`src/rtl/key_debouncer.sv`:
```
// Push-button conditioner: 2-FF synchroniser plus per-channel debounce FSM with press/release pulses.
// Optional auto-repeat of key_press while held is enabled by defining KEY_AUTOREPEAT_EN.
module key_debouncer #(
    parameter int N_KEYS        = 2,
    parameter int STABLE_CYCLES = 1000000,
    parameter bit ACTIVE_LOW    = 1'b1,
    parameter int REPEAT_DELAY  = 25000000,
    parameter int REPEAT_PERIOD = 5000000
) (
    input  logic              clk,
    input  logic              rst,
    input  logic [N_KEYS-1:0] key_raw,
    output logic [N_KEYS-1:0] key_level,
    output logic [N_KEYS-1:0] key_press,
    output logic [N_KEYS-1:0] key_release
);

    localparam int CNT_W = (STABLE_CYCLES > 1) ? $clog2(STABLE_CYCLES + 1) : 1;
    localparam logic [CNT_W-1:0] CNT_LAST = CNT_W'(STABLE_CYCLES - 1);
    localparam logic [N_KEYS-1:0] IDLE_RAW = ACTIVE_LOW ? '1 : '0;

    typedef enum logic [1:0] {
        RELEASED,
        PRESS_WAIT,
        PRESSED,
        RELEASE_WAIT
    } state_t;

    logic [N_KEYS-1:0] sync1;
    logic [N_KEYS-1:0] sync2;
    logic [N_KEYS-1:0] pressed;

    always_ff @(posedge clk) begin
        if (rst) begin
            sync1 <= IDLE_RAW;
            sync2 <= IDLE_RAW;
        end else begin
            sync1 <= key_raw;
            sync2 <= sync1;
        end
    end

    assign pressed = ACTIVE_LOW ? ~sync2 : sync2;

    for (genvar i = 0; i < N_KEYS; i++) begin : g_ch
        state_t           state, state_nxt;
        logic [CNT_W-1:0] cnt, cnt_nxt;
        logic             level_q, press_q, release_q;
        logic             level_nxt, press_nxt, release_nxt;

`ifdef KEY_AUTOREPEAT_EN
        localparam int RMAX = (REPEAT_DELAY > REPEAT_PERIOD) ? REPEAT_DELAY : REPEAT_PERIOD;
        localparam int RW   = $clog2(RMAX + 1);
        localparam logic [RW-1:0] DLY_LAST = RW'(REPEAT_DELAY - 1);
        localparam logic [RW-1:0] PER_LAST = RW'(REPEAT_PERIOD - 1);
        logic [RW-1:0] rcnt, rcnt_nxt;
        logic          rphase, rphase_nxt;
`endif

        always_ff @(posedge clk) begin
            if (rst) begin
                state     <= RELEASED;
                cnt       <= '0;
                level_q   <= 1'b0;
                press_q   <= 1'b0;
                release_q <= 1'b0;
`ifdef KEY_AUTOREPEAT_EN
                rcnt      <= '0;
                rphase    <= 1'b0;
`endif
            end else begin
                state     <= state_nxt;
                cnt       <= cnt_nxt;
                level_q   <= level_nxt;
                press_q   <= press_nxt;
                release_q <= release_nxt;
`ifdef KEY_AUTOREPEAT_EN
                rcnt      <= rcnt_nxt;
                rphase    <= rphase_nxt;
`endif
            end
        end

        // cnt holds the samples of the new level already seen; acceptance on the STABLE_CYCLES-th one
        always_comb begin
            state_nxt   = state;
            cnt_nxt     = '0;
            level_nxt   = level_q;
            press_nxt   = 1'b0;
            release_nxt = 1'b0;
`ifdef KEY_AUTOREPEAT_EN
            rcnt_nxt    = '0;
            rphase_nxt  = 1'b0;
`endif
            case (state)
                RELEASED: begin
                    if (pressed[i]) begin
                        if (STABLE_CYCLES == 1) begin
                            state_nxt = PRESSED;
                            level_nxt = 1'b1;
                            press_nxt = 1'b1;
                        end else begin
                            state_nxt = PRESS_WAIT;
                            cnt_nxt   = CNT_W'(1);
                        end
                    end
                end
                PRESS_WAIT: begin
                    if (!pressed[i]) begin
                        state_nxt = RELEASED;
                    end else if (cnt == CNT_LAST) begin
                        state_nxt = PRESSED;
                        level_nxt = 1'b1;
                        press_nxt = 1'b1;
                    end else begin
                        cnt_nxt = cnt + 1'b1;
                    end
                end
                PRESSED: begin
                    if (!pressed[i]) begin
                        if (STABLE_CYCLES == 1) begin
                            state_nxt   = RELEASED;
                            level_nxt   = 1'b0;
                            release_nxt = 1'b1;
                        end else begin
                            state_nxt = RELEASE_WAIT;
                            cnt_nxt   = CNT_W'(1);
                        end
                    end else begin
`ifdef KEY_AUTOREPEAT_EN
                        // first repeat after REPEAT_DELAY cycles, then one every REPEAT_PERIOD
                        if (rcnt == (rphase ? PER_LAST : DLY_LAST)) begin
                            press_nxt  = 1'b1;
                            rphase_nxt = 1'b1;
                        end else begin
                            rcnt_nxt   = rcnt + 1'b1;
                            rphase_nxt = rphase;
                        end
`endif
                    end
                end
                RELEASE_WAIT: begin
                    if (pressed[i]) begin
                        state_nxt = PRESSED;
                    end else if (cnt == CNT_LAST) begin
                        state_nxt   = RELEASED;
                        level_nxt   = 1'b0;
                        release_nxt = 1'b1;
                    end else begin
                        cnt_nxt = cnt + 1'b1;
                    end
                end
                default: begin
                    state_nxt = RELEASED;
                end
            endcase
        end

        assign key_level[i]   = level_q;
        assign key_press[i]   = press_q;
        assign key_release[i] = release_q;
    end

endmodule
```
`config.mk`:
```
export PLATFORM = sky130hd
export DESIGN_NAME = key_debouncer
export DESIGN_NICKNAME = d
export VERILOG_FILES = /design/src/rtl/key_debouncer.sv
export SDC_FILE = /design/constraint.sdc
export NUM_CORES = 1
export LEC_CHECK = 0
export CORE_MARGIN = 5
export CORE_UTILIZATION = 45
export DETAILED_ROUTE_END_ITERATION = 10
export REMOVE_ABC_BUFFERS = 1
export SYNTH_ARGS = -nofsm -noshare
export SYNTH_HDL_FRONTEND = slang
export SYNTH_SLANG_ARGS = --single-unit
```
`constraint.sdc`:
```
create_clock -name clk -period 2.1 [get_ports clk]
set_input_delay 0.42 -clock clk [delete_from_list [all_inputs] [get_ports clk]]
set_output_delay 0.42 -clock clk [all_outputs]
set_load 0.05 [all_outputs]
```
==> results of run 1 <==
## Yosys cell counts (all sizes together) (8+ instances only)
| master | instances | area, um^2 |
|---|---|---|
| nand4 | 8 | 80.08 |
| xnor2 | 11 | 96.34 |
| dfxtp | 54 | 1081 |
| inv | 13 | 48.80 |
| buf | 11 | 81.33 |
| a21oi | 15 | 75.07 |
| nand2 | 14 | 52.55 |
| xor2 | 12 | 105.1 |
| nor4 | 8 | 56.30 |
| nor2 | 30 | 112.6 |
| or3 | 9 | 60.06 |
| nand3 | 17 | 85.08 |
| nor3 | 8 | 40.04 |
## metal layers
metal	GRT usage, %	wire length, um
met2	23.18	1954
met1	17.00	2127
met5	0	0
met4	5.702	79
met3	2.962	95
## stage by stage
step	instances	worst slack, ps	power, W	area (um^2)
global placement	353	199.2	0.001139	2648
finish	361	185.1	0.001700	2735
global route	361	12.96	0.001773	2735
detailed placement	353	163.5	0.001139	2648
CTS	361	167.4	0.001725	2735
floorplan	256	60.13	0.001109	2322
## state kept, by name, indices dropped and copies added (netlist names), named ones only
signal	cells
g_ch.cnt	40
g_ch.level_q	2
g_ch.press_q	2
g_ch.release_q	2
g_ch.state	2
sync1	2
sync2	2
## cell families (layout without fill, tap and decap cells)
family,count (synthesis),after routing
compound gates,43,43
xor+xnor,23,23
fa+ha+maj,2,2
buf+inv,31,48
flops,54,54
simple gates,121,121
## power breakdown
part / switching (W) / internal, W / total [W] / leakage, nW
Clock: 0.000350 / 0.000236 / 0.000585 / 0.0483
Sequential: 0.00000826 / 0.00104 / 0.00104 / 0.436
Combinational: 0.0000400 / 0.0000304 / 0.0000704 / 0.406
Total: 0.000398 / 0.00130 / 0.00170 / 0.891
## final cells by class
type | count | area (um^2) | share of cell area (%)
clock buffers | 5 | 68.82 | 2.516
clock inverters | 3 | 18.77 | 0.6862
inverters | 13 | 48.80 | 1.784
multi-input cells | 189 | 1192 | 43.60
flip-flops and latches | 54 | 1081 | 39.52
well taps | 70 | 87.58 | 3.202
repair buffers | 27 | 237.7 | 8.692
## worst max path at each step
stage | from | slack, ps | endpoint | cells after the start
5_1_grt | g_ch[0].cnt[0]$_SDFF_PP0_ | 10 | g_ch[0].cnt[5]$_SDFF_PP0_ | 7
3_3_place_gp | rst | 200 | g_ch[0].cnt[15]$_SDFF_PP0_ | 5
2_1_floorplan | g_ch[0].cnt[0]$_SDFF_PP0_ | 60 | g_ch[0].cnt[13]$_SDFF_PP0_ | 5
6_report | g_ch[0].cnt[9]$_SDFF_PP0_ | 190 | g_ch[0].cnt[19]$_SDFF_PP0_ | 4
4_1_cts | g_ch[0].cnt[0]$_SDFF_PP0_ | 170 | g_ch[0].cnt[5]$_SDFF_PP0_ | 7
3_5_place_dp | rst | 160 | g_ch[0].cnt[5]$_SDFF_PP0_ | 5
==> metrics.txt, run 1 <==
Root Driver clkbuf_8; Yosys reg bits 54; TNS Setup 0 ps; Die W 83.50 um; crit path launch type flop; Pwr Density 621.4 nW/um^2; FP Rows 26; final WL 4.257 mm; ys async rst share 0%; simple-gate share of the synthesized area 28.20%; CTS buffer count 5; Post-Synth XOR/XNOR Area 8.286%; adder-cell area share of the yosys netlist 1.029%; die area 6972 um^2; number of distinct library cells after synthesis 42; cell count after synthesis 274; hold crit path type flop to flop; Post-synth top flop dfxtp_1; first-pass GRT wire length 8.121 mm; most common cell after layout, fill and taps aside dfxtp_1; Critical Path Sink Type flop; critical path's most frequent cell or4_1; number of fill cells 494; CP required 2340 ps; pin slew with the least headroom to its limit 497.8 ps; Buf+Inv Stages, Crit Path 0; Slew HR 66.71%; Worst-path clk slew 100 ps; Vias/cell 5.244; main combinational cell family by area after synthesis simple AND/OR/NAND/NOR gates; Starting Density 47.00%; commonest non-fill, non-tap cells in the layout 54 x dfxtp_1, 30 x nor2_1, 17 x nand3_1, 17 x buf_4, 15 x a21oi_1; Pleak 0.8910 nW; ant diodes 0; final hold slack 419.0 ps; fmax 522.2 MHz; TritonCTS clock tree done; Yosys warning count 0; Resize count post-CTS 0; Post-CTS Hold Buffers 0; Setup violations, final 0; CORE AREA 5172 um^2; max-slew violation count 0; minimum clock period after layout 1915 ps; Worst EP arrival 2160 ps; # H-tree levels 2; Worst Hold Launch sync1[0]$_SDFF_PP1_; initial drt markers 67; Max VDD drop 0.0003619 V; Post-synth EDFFs 0; largest net degree at the start of global routing 20; slowest cell on the critical path or4_1; vias in the first global route 1,884; grt total ovfl 0; R2R Setup Slk 190 ps; Die Y 83.50 um; IO buf count 9; drt pass-1 iters 4; Final Hold Fails 0; DRC 0; Max Cap Violations 0; initial antenna violation count 0; RSZ-0062 raised after global routing false; Clock Path Buffers 2; Post-Syn Area per Cell 8.873 um^2; CP Max Fanout 8; synthesized area 2431 um^2; slowest stage delay, CP 650 ps; Final period util 91.19%; CTS Sinks 54; Final Core Density 52.88%; hold path depth 1; critical path, cell by cell nand4_4 -> or4_1 -> or4_1 -> a21oi_1; hold endpoint sync2[0]$_SDFF_PP1_; post-CTS setup buffer count 0; area delta synth->final 12.51%; fin nets 296; RD Place Congestion 0.7508; register area share after synthesis 44.47%; Reg2Reg Launch Point g_ch[0].cnt[9]$_SDFF_PP0_; antenna-violating nets left 0; clk_skew 7.240 ps; Worst Reg-to-Reg Cells 4; mux cell area share after synthesis 0%; HPWL after detailed placement 3.108 mm; routed len/inst 11.79 um; Synth Area in Compound Gates 11.53%; Worst R2R End g_ch[0].cnt[19]$_SDFF_PP0_; Crit Path Class flop to flop; routed via count 1,893; Crit path max-delay family simple AND/OR/NAND/NOR gates; status completed; clock latency on the worst-skew pair 310 ps; share of cells above drive strength 1 14.09%; # IOs 10; Total GRT Usage 13.76%
Note: power is estimated with default switching activity, not from simulation.
==> inputs of run 2 (changes only) <==
Settings changed: ABC_CLOCK_PERIOD_IN_PS from default to 2100.
==> results of run 2 <==
The final DEF is identical to that of run 1; final timing and power are the same.
